[src/rtl/fir_out_requant.sv]
// Output requantiser for the cascaded-DSP FIR: rounds the wide accumulator to the sample width,
// saturates it and queues it in a first-word-fallthrough FIFO with saturation/overflow statistics.
module fir_out_requant #(
    parameter int DIN_W  = 54,
    parameter int DOUT_W = 18,
    parameter int SHIFT  = 8,
    parameter int DEPTH  = 8
) (
    input  logic              clk,
    input  logic              rst,
    input  logic [DIN_W-1:0]  din,
    input  logic              din_valid,
    output logic [DOUT_W-1:0] dout,
    output logic              dout_valid,
    input  logic              dout_ready,
    output logic              overflow,
    output logic [15:0]       sat_cnt,
    input  logic              clr_stats
);

    localparam int AW = $clog2(DEPTH);
    localparam int HI = SHIFT + DOUT_W - 1;
    localparam logic [DIN_W:0]  ROUND_C = {{DIN_W{1'b0}}, 1'b1} << (SHIFT - 1);
    localparam logic [DOUT_W-1:0] POS_SAT = {1'b0, {(DOUT_W-1){1'b1}}};
    localparam logic [DOUT_W-1:0] NEG_SAT = {1'b1, {(DOUT_W-1){1'b0}}};
    localparam logic [AW:0] DEPTH_C = (AW+1)'(DEPTH);

    logic              s1_valid_q, s1_valid_d;
    logic [DIN_W:0]    s1_sum_q, s1_sum_d;
    logic              s2_valid_q, s2_valid_d;
    logic              s2_sat_q, s2_sat_d;
    logic [DOUT_W-1:0] s2_data_q, s2_data_d;

    logic [DOUT_W-1:0] mem_q [DEPTH];
    logic [DOUT_W-1:0] mem_d [DEPTH];
    logic [AW:0]       wr_ptr_q, wr_ptr_d;
    logic [AW:0]       rd_ptr_q, rd_ptr_d;
    logic              overflow_q, overflow_d;
    logic [15:0]       sat_cnt_q, sat_cnt_d;

    logic [DIN_W-HI:0] s1_top;
    logic              in_range;
    logic [AW:0]       count;
    logic              full;
    logic              push;
    logic              pop;
    logic              drop;
    logic              unused_low_bits;

    // Stage 1: sign-extend one bit so the rounding constant can never wrap
    always_comb begin
        s1_valid_d = din_valid;
        s1_sum_d   = s1_sum_q;
        if (din_valid) begin
            s1_sum_d = {din[DIN_W-1], din} + ROUND_C;
        end
    end

    // The shifted value fits the output only if every bit from the output MSB upward is a copy of the sign
    assign s1_top          = s1_sum_q[DIN_W:HI];
    assign in_range        = (s1_top == '0) || (s1_top == '1);
    assign unused_low_bits = ^s1_sum_q[SHIFT-1:0];

    always_comb begin
        s2_valid_d = s1_valid_q;
        s2_data_d  = s2_data_q;
        s2_sat_d   = s2_sat_q;
        if (s1_valid_q) begin
            s2_sat_d = !in_range;
            if (in_range) begin
                s2_data_d = s1_sum_q[HI:SHIFT];
            end else if (s1_sum_q[DIN_W]) begin
                s2_data_d = NEG_SAT;
            end else begin
                s2_data_d = POS_SAT;
            end
        end
    end

    assign count      = wr_ptr_q - rd_ptr_q;
    assign full       = (count == DEPTH_C);
    assign dout_valid = (count != '0);
    assign pop        = dout_valid && dout_ready;
    assign push       = s2_valid_q && (!full || pop);
    assign drop       = s2_valid_q && full && !pop;
    assign dout       = mem_q[rd_ptr_q[AW-1:0]];

    always_comb begin
        mem_d    = mem_q;
        wr_ptr_d = wr_ptr_q;
        rd_ptr_d = rd_ptr_q;
        if (push) begin
            mem_d[wr_ptr_q[AW-1:0]] = s2_data_q;
            wr_ptr_d = wr_ptr_q + 1'b1;
        end
        if (pop) begin
            rd_ptr_d = rd_ptr_q + 1'b1;
        end
    end

    // Saturations are counted as they leave stage 2, independent of whether the FIFO accepts them
    always_comb begin
        overflow_d = overflow_q | drop;
        sat_cnt_d  = sat_cnt_q;
        if (s2_valid_q && s2_sat_q && (sat_cnt_q != 16'hFFFF)) begin
            sat_cnt_d = sat_cnt_q + 16'd1;
        end
        if (clr_stats) begin
            overflow_d = 1'b0;
            sat_cnt_d  = '0;
        end
    end

    assign overflow = overflow_q;
    assign sat_cnt  = sat_cnt_q;

    always_ff @(posedge clk or posedge rst) begin
        if (rst) begin
            s1_valid_q <= 1'b0;
            s1_sum_q   <= '0;
            s2_valid_q <= 1'b0;
            s2_sat_q   <= 1'b0;
            s2_data_q  <= '0;
            mem_q      <= '{default: '0};
            wr_ptr_q   <= '0;
            rd_ptr_q   <= '0;
            overflow_q <= 1'b0;
            sat_cnt_q  <= '0;
        end else begin
            s1_valid_q <= s1_valid_d;
            s1_sum_q   <= s1_sum_d;
            s2_valid_q <= s2_valid_d;
            s2_sat_q   <= s2_sat_d;
            s2_data_q  <= s2_data_d;
            mem_q      <= mem_d;
            wr_ptr_q   <= wr_ptr_d;
            rd_ptr_q   <= rd_ptr_d;
            overflow_q <= overflow_d;
            sat_cnt_q  <= sat_cnt_d;
        end
    end

endmodule

[config.mk]
export PLATFORM = sky130hd
export DESIGN_NAME = fir_out_requant
export DESIGN_NICKNAME = d
export VERILOG_FILES = /design/src/rtl/fir_out_requant.sv
export SDC_FILE = /design/constraint.sdc
export NUM_CORES = 1
export LEC_CHECK = 0
export CORE_MARGIN = 2
export CORE_UTILIZATION = 30
export CTS_CLUSTER_DIAMETER = 200
export CTS_CLUSTER_SIZE = 30
export DETAILED_ROUTE_END_ITERATION = 6
export PLACE_DENSITY = 0.46
export SKIP_CTS_REPAIR_TIMING = 1
export SLEW_MARGIN = 5
export SYNTH_ARGS = -nofsm -noshare
export SYNTH_HDL_FRONTEND = slang
export SYNTH_SLANG_ARGS = --single-unit
[constraint.sdc]
create_clock -name clk -period 15.9 [get_ports clk]
set_input_delay 3.18 -clock clk [delete_from_list [all_inputs] [get_ports clk]]
set_output_delay 3.18 -clock clk [all_outputs]
set_load 0.01 [all_outputs]
==> results.sh, run 1 <==
export IMPL_synth_top_family_by_area="compound AO/OA/AOI/OAI gates"
export IMPL_syn_nets=1064
export IMPL_synth_cell_type_count=51
export IMPL_rr_startpoint="rd_ptr_q[2]"
export IMPL_holdPathEnd="mem_q[5]"
export IMPL_synth_fa_ha_area_frac=0.00766
export IMPL_comb_power_share=0.406
export IMPL_cp_required_ns=12.72
export IMPL_slowest_stage="dfrtp_1"
export IMPL_wl_met2_microns=14600
export IMPL_synth_edf_count=0
export IMPL_post_synth_top_count_cell="dfrtp_1"
export IMPL_synth_top_area_cell="dfrtp_1"
export IMPL_clk_pin_slew_worst_paths_ns=0.12
export IMPL_fp_dieW_microns=199
export IMPL_clock_skew_ns=0.0139
export IMPL_drt_total_wl_microns=30900
export IMPL_r2r_end="mem_q[66]"
export IMPL_worstPathMaxFanout=21
export IMPL_outcome="finished clean"
export IMPL_cts_tree="built"
export IMPL_die_area_sq_um=39700
export IMPL_path_cells="clkinv_1, ha_1, a21oi_1, a21oi_1, or2_2, or2_2, clkdlybuf4s50_1"
export IMPL_clock_latency_ns=0.48
export IMPL_cts_htree_levels=1
export IMPL_r2r_cells=7
export IMPL_cts_sinks=237
export IMPL_fp_dieH_microns=199
export IMPL_synthCells=998
export IMPL_peakVddDrop_mv=0.0811
export IMPL_row_count=71
export IMPL_setup_violations=0
export IMPL_min_period_ns=7.75
export IMPL_synth_xor_area_frac=0.0460
export IMPL_rsz0062_at_grt="false"
export IMPL_diodes=0
export IMPL_hp_class="flop to flop"
export IMPL_tns_ns=0
export IMPL_placed_area_sq_um=12700
export IMPL_p_per_area_nw_per_um2=163
export IMPL_synth_compound_area_frac=0.162
export IMPL_hold_depth=1
export IMPL_ys_warn_count=0
export IMPL_yosys_register_bits=237
export IMPL_power_leakage_nw=4.93
export IMPL_port_buffers=87
export IMPL_grt_ovfl_total=0
export IMPL_cap_violations=0
export IMPL_grt_pass1_vias=8191
export IMPL_grt_max_degree=95
export IMPL_cts_root_buf="clkbuf_16"
export IMPL_p_sw_mw=0.747
export IMPL_drt_initial_drc_count=474
export IMPL_max_slew_margin=0.269
export IMPL_critPathMaxStageDelay_ns=1.02
export IMPL_synth_area_leaders="dfrtp_1 52%, o2bb2ai_1 11%, mux4_2 7.1%"
export IMPL_final_antenna_net_count=0
export IMPL_switching_share=0.354
export IMPL_power_frac_clock=0.152
export IMPL_worstHoldStart="mem_q[5]"
export IMPL_intPower_mw=1.36
export IMPL_cts_made_buffers=11
export IMPL_dr_max_layer_used="met4"
export IMPL_finalNonFillerCells=1543
export IMPL_slew_viol_final=0
export IMPL_utilization=0.344
export IMPL_placed_cells=1530
export IMPL_grt_usage=0.160
export IMPL_drc=0
export IMPL_synthArstFlopShare=1.00
export IMPL_vias=7995
export IMPL_clk_path_buf_depth=3
export IMPL_yosysSeqAreaShare=0.519
export IMPL_synth_top_cell_area_share=0.519
export IMPL_yosys_area_share_simple=0.152
export IMPL_syn_to_final_growth_pct=13.1
export IMPL_initial_core_util=0.304
export IMPL_drt_pass1_iter_count=5
export IMPL_avgSynthCellArea_sq_um=11.5
export IMPL_fmax_mhz=129
export IMPL_final_period_utilization=0.487
export IMPL_finalNetCount=1098
export IMPL_seqPwrFrac=0.442
export IMPL_antenna_found_initial=0
export IMPL_muxShareOfSynthArea=0.0757
export IMPL_wl_per_cell_microns=20.0
export IMPL_netlist_area_sq_um=11400
export IMPL_setup_slack_ns=8.15
export IMPL_worst_pin_slew_ns=1.09
export IMPL_place_worst_setup_slack_ns=8.61
export IMPL_viasPerCell=5.18
export IMPL_synth_common_cells="237 x dfrtp_1, 143 x o2bb2ai_1, 99 x nand2_1"
export IMPL_dr_wl_met3_microns=1110
export IMPL_drive_above_1_share=0.0872
export IMPL_hold_viol=0
export IMPL_reg2reg_slack_ns=10.95
export IMPL_grt_pass1_wl_microns=49200
export IMPL_worstSetupPathType="flop to output port"
export IMPL_arrival_ns=4.57
export IMPL_core_area_sq_um=37600
export IMPL_place_hpwl_microns=19300
export IMPL_final_area_sq_um=12900
export IMPL_synth_flop_cell="dfrtp_1"
export IMPL_wl_met1_microns=14900
export IMPL_gp_congestion=0.740
export IMPL_io_pins=95
export IMPL_worst_setup_path_start_kind="flop"
export IMPL_crit_path_end_kind="output port"
-- cell type report --
type | instances | area [sq um]
clock buffers | 12 | 279
clock inverters | 1 | 5.00
fillers | 3811 | 24600
inverters | 15 | 63.8
multi-input cells | 670 | 5080
flip-flops and latches | 237 | 5930
well taps | 511 | 639
repair buffers | 97 | 941
-- worst max path at each step --
stage,startpoint,cells after the start,slack [ns],endpoint
after floorplan,rst,1,6.22,mem_q[0]
after global placement,rd_ptr_q[2],7,8.61,dout_valid
after detailed placement,rd_ptr_q[2],7,8.61,dout_valid
after CTS,rd_ptr_q[2],7,8.06,dout_valid
after global routing,rd_ptr_q[2],7,7.86,dout_valid
final,rd_ptr_q[2],7,8.15,dout_valid
-- flip-flops by register name, summed over array words and instances (netlist names) --
register	flops
wr_ptr_q	4
s2_sat_q	1
s2_data_q	18
sat_cnt	16
rd_ptr_q	4
mem_q	144
s2_valid_q	1
overflow	1
s1_valid_q	1
s1_sum_q	47
-- logic make-up (layout without fill, tap and decap cells) --
family                     Yosys count  after routing
buffers and inverters               91            125
xor gates and xnor gates            60             60
AOI/OAI and AO/OA                  236            236
and+or+nand+nor                    326            326
DFF                                237            237
muxes                               41             41
adders and majority gates            7              7
-- stage by stage --
step,total power [mW],hold WS (ns)
after floorplan,1.51,0.349
after global placement,1.80,0.466
after detailed placement,1.81,0.468
after CTS,2.14,0.499
after global routing,2.25,0.509
final,2.11,0.494
-- power by group through the flow --
stage	Combinational (mW)	Clock, mW	Sequential (mW)
4_1_cts	0.874	0.338	0.933
2_1_floorplan	0.628	0	0.879
6_report	0.858	0.321	0.932
3_5_place_dp	0.873	0	0.941
5_1_grt	0.936	0.358	0.960
3_3_place_gp	0.861	0	0.943
-- critical path: cells and delay by family (launching register included) --
kind,cells,cell delay [ns]
flip-flops,1,1.02
adder cells (fa/ha/maj),1,0.61
buffers and inverters,2,1.39
AND/OR/NAND/NOR,2,0.65
AO/OA/AOI/OAI,2,0.40
-- metal layers --
metal / up-vias / global-route usage
met2: 165 / 0.262
met4: 0 / 0.0263
li1: 3785 / -
met3: 28 / 0.0174
met1: 4017 / 0.230
met5: - / 0
-- cell usage in the layout (no fill, tap or decap), drive strengths merged, types with 14 or more instances in the layout --
cell / instances
inv: 14
clkdlybuf4s50: 86
nand3: 29
nand4: 21
dfrtp: 237
mux4: 36
o2bb2ai: 144
nor2: 65
a21oi: 50
nand2: 99
nor2b: 18
xnor2: 42
nor4: 27
a311o: 17
xor2: 18
or3: 20
Note: power is estimated with default switching activity, not from simulation.
==> run 2: changes to the inputs <==
==> constraint.sdc (replaced) <==
create_clock -name clk -period 7.2 [get_ports clk]
set_input_delay 1.44 -clock clk [delete_from_list [all_inputs] [get_ports clk]]
set_output_delay 1.44 -clock clk [all_outputs]
set_load 0.01 [all_outputs]
==> results.sh, run 2 (synthesis gave the netlist of run 1 again) <==
export IMPL_drt_initial_drc_count=442
export IMPL_fmax_mhz=191
export IMPL_utilization=0.345
export IMPL_finalNetCount=1099
export IMPL_core_area_sq_um=37600
export IMPL_antenna_found_initial=0
export IMPL_regMostFlops="mem_q"
export IMPL_max_slew_margin=0.254
export IMPL_cts_sinks=237
export IMPL_row_count=71
export IMPL_clock_skew_ns=0.0167
export IMPL_worstSetupPathType="flop to output port"
export IMPL_diodes=0
export IMPL_die_area_sq_um=39700
export IMPL_cp_required_ns=5.76
export IMPL_grt_pass1_wl_microns=49500
export IMPL_reg_largest_list="mem_q x144, s1_sum_q x47, s2_data_q x18"
export IMPL_rsz0062_at_grt="false"
export IMPL_hp_class="flop to flop"
export IMPL_arrival_ns=3.79
export IMPL_placed_area_sq_um=12700
export IMPL_layout_commonest_cell="dfrtp_1"
export IMPL_drive_above_1_share=0.0881
export IMPL_drt_pass1_iter_count=5
export IMPL_final_area_sq_um=13000
export IMPL_grt_usage=0.160
export IMPL_p_total_mw=4.68
export IMPL_grt_pass1_vias=8158
export IMPL_worstPathMaxFanout=21
export IMPL_placed_cells=1531
export IMPL_p_per_area_nw_per_um2=361
export IMPL_cap_violations=0
export IMPL_drc=0
export IMPL_clock_latency_ns=0.48
export IMPL_crit_path_end_kind="output port"
export IMPL_wl_per_cell_microns=19.9
export IMPL_cts_htree_levels=1
export IMPL_gp_congestion=0.756
export IMPL_min_period_ns=5.23
export IMPL_largest_register_ffs=144
export IMPL_setup_violations=0
export IMPL_fillers=3757
export IMPL_grt_max_degree=144
export IMPL_tns_ns=0
export IMPL_power_leakage_nw=4.93
export IMPL_cts_root_buf="clkbuf_16"
export IMPL_port_buffers=87
export IMPL_setup_slack_ns=1.97
export IMPL_slew_viol_final=0
export IMPL_final_period_utilization=0.726
export IMPL_worst_pin_slew_ns=1.12
export IMPL_syn_to_final_growth_pct=13.3
export IMPL_initial_core_util=0.304
export IMPL_fp_dieW_microns=199
export IMPL_layout_common_cells="236 x dfrtp_1, 143 x o2bb2ai_1, 99 x nand2_1, 86 x clkdlybuf4s50_1, 65 x nor2_1"
export IMPL_finalNonFillerCells=1544
export IMPL_drt_total_wl_microns=30800
export IMPL_vias=8099
export IMPL_place_hpwl_microns=19500
export IMPL_hold_ws_ns=0.495
export IMPL_peakVddDrop_mv=0.156
export IMPL_final_antenna_net_count=0
export IMPL_clk_path_buf_depth=3
export IMPL_cts_made_buffers=11
export IMPL_fp_dieH_microns=199
export IMPL_outcome="finished clean"
export IMPL_io_pins=95
export IMPL_viasPerCell=5.25
export IMPL_place_worst_setup_slack_ns=2.50
export IMPL_grt_ovfl_total=0
export IMPL_cts_tree="built"
export IMPL_worst_setup_path_start_kind="flop"
export IMPL_hold_viol=0
export IMPL_clk_pin_slew_worst_paths_ns=0.12
[run 2: cell types whose count changed in the layout (fill, tap and decap cells not counted)]
cell	before	now
buf_12	0	1
clkinvlp_4	0	1
inv_8	1	0
[run 2: final cells by class]
cell class	instances	area (sq um)	share of cell area
clock buffer	12	279	0.0215
clock inverter	1	5.00	0.000386
inverter	15	60.1	0.00464
multi-input combinational	670	5080	0.392
sequential	237	5930	0.458
tap	511	639	0.0494
timing repair buffer	98	961	0.0742
[run 2: per-layer routing]
layer  global-route usage  share of wire
met1                0.230           0.48
met2                0.261           0.47
met3               0.0235          0.044
met4               0.0246          0.013
met5                    0              0
[run 2: worst paths after layout]
kind / startpoint / to / slack, ns / cells past startpoint
hold reg to reg: mem_q[136] / mem_q[136] / 0.50 / 1
setup reg to reg: rd_ptr_q[2] / mem_q[65] / 3.02 / 9
min in group asynchronous: rst / s2_data_q[16] / 1.38 / 2
hold / removal: mem_q[136] / mem_q[136] / 0.50 / 1
max in group asynchronous: rst / mem_q[1] / 4.51 / 3
setup / recovery: rd_ptr_q[2] / dout_valid / 1.97 / 9
[run 2: worst max-delay path, cell delays in order, from the launching register on]
cell and delay (ns):
dfrtp_1 0.35, buf_4 0.32, clkinv_1 0.46, buf_4 0.34, ha_1 0.32, a21oi_1 0.25, a21oi_1 0.14, or2_2 0.33
or2_2 0.30, clkdlybuf4s50_1 0.48
[run 2: where the power goes]
group / internal, mW / total, mW / switching, mW
sequential: 1.75 / 2.05 / 0.300
clock: 0.283 / 0.710 / 0.427
combinational: 0.983 / 1.91 / 0.931
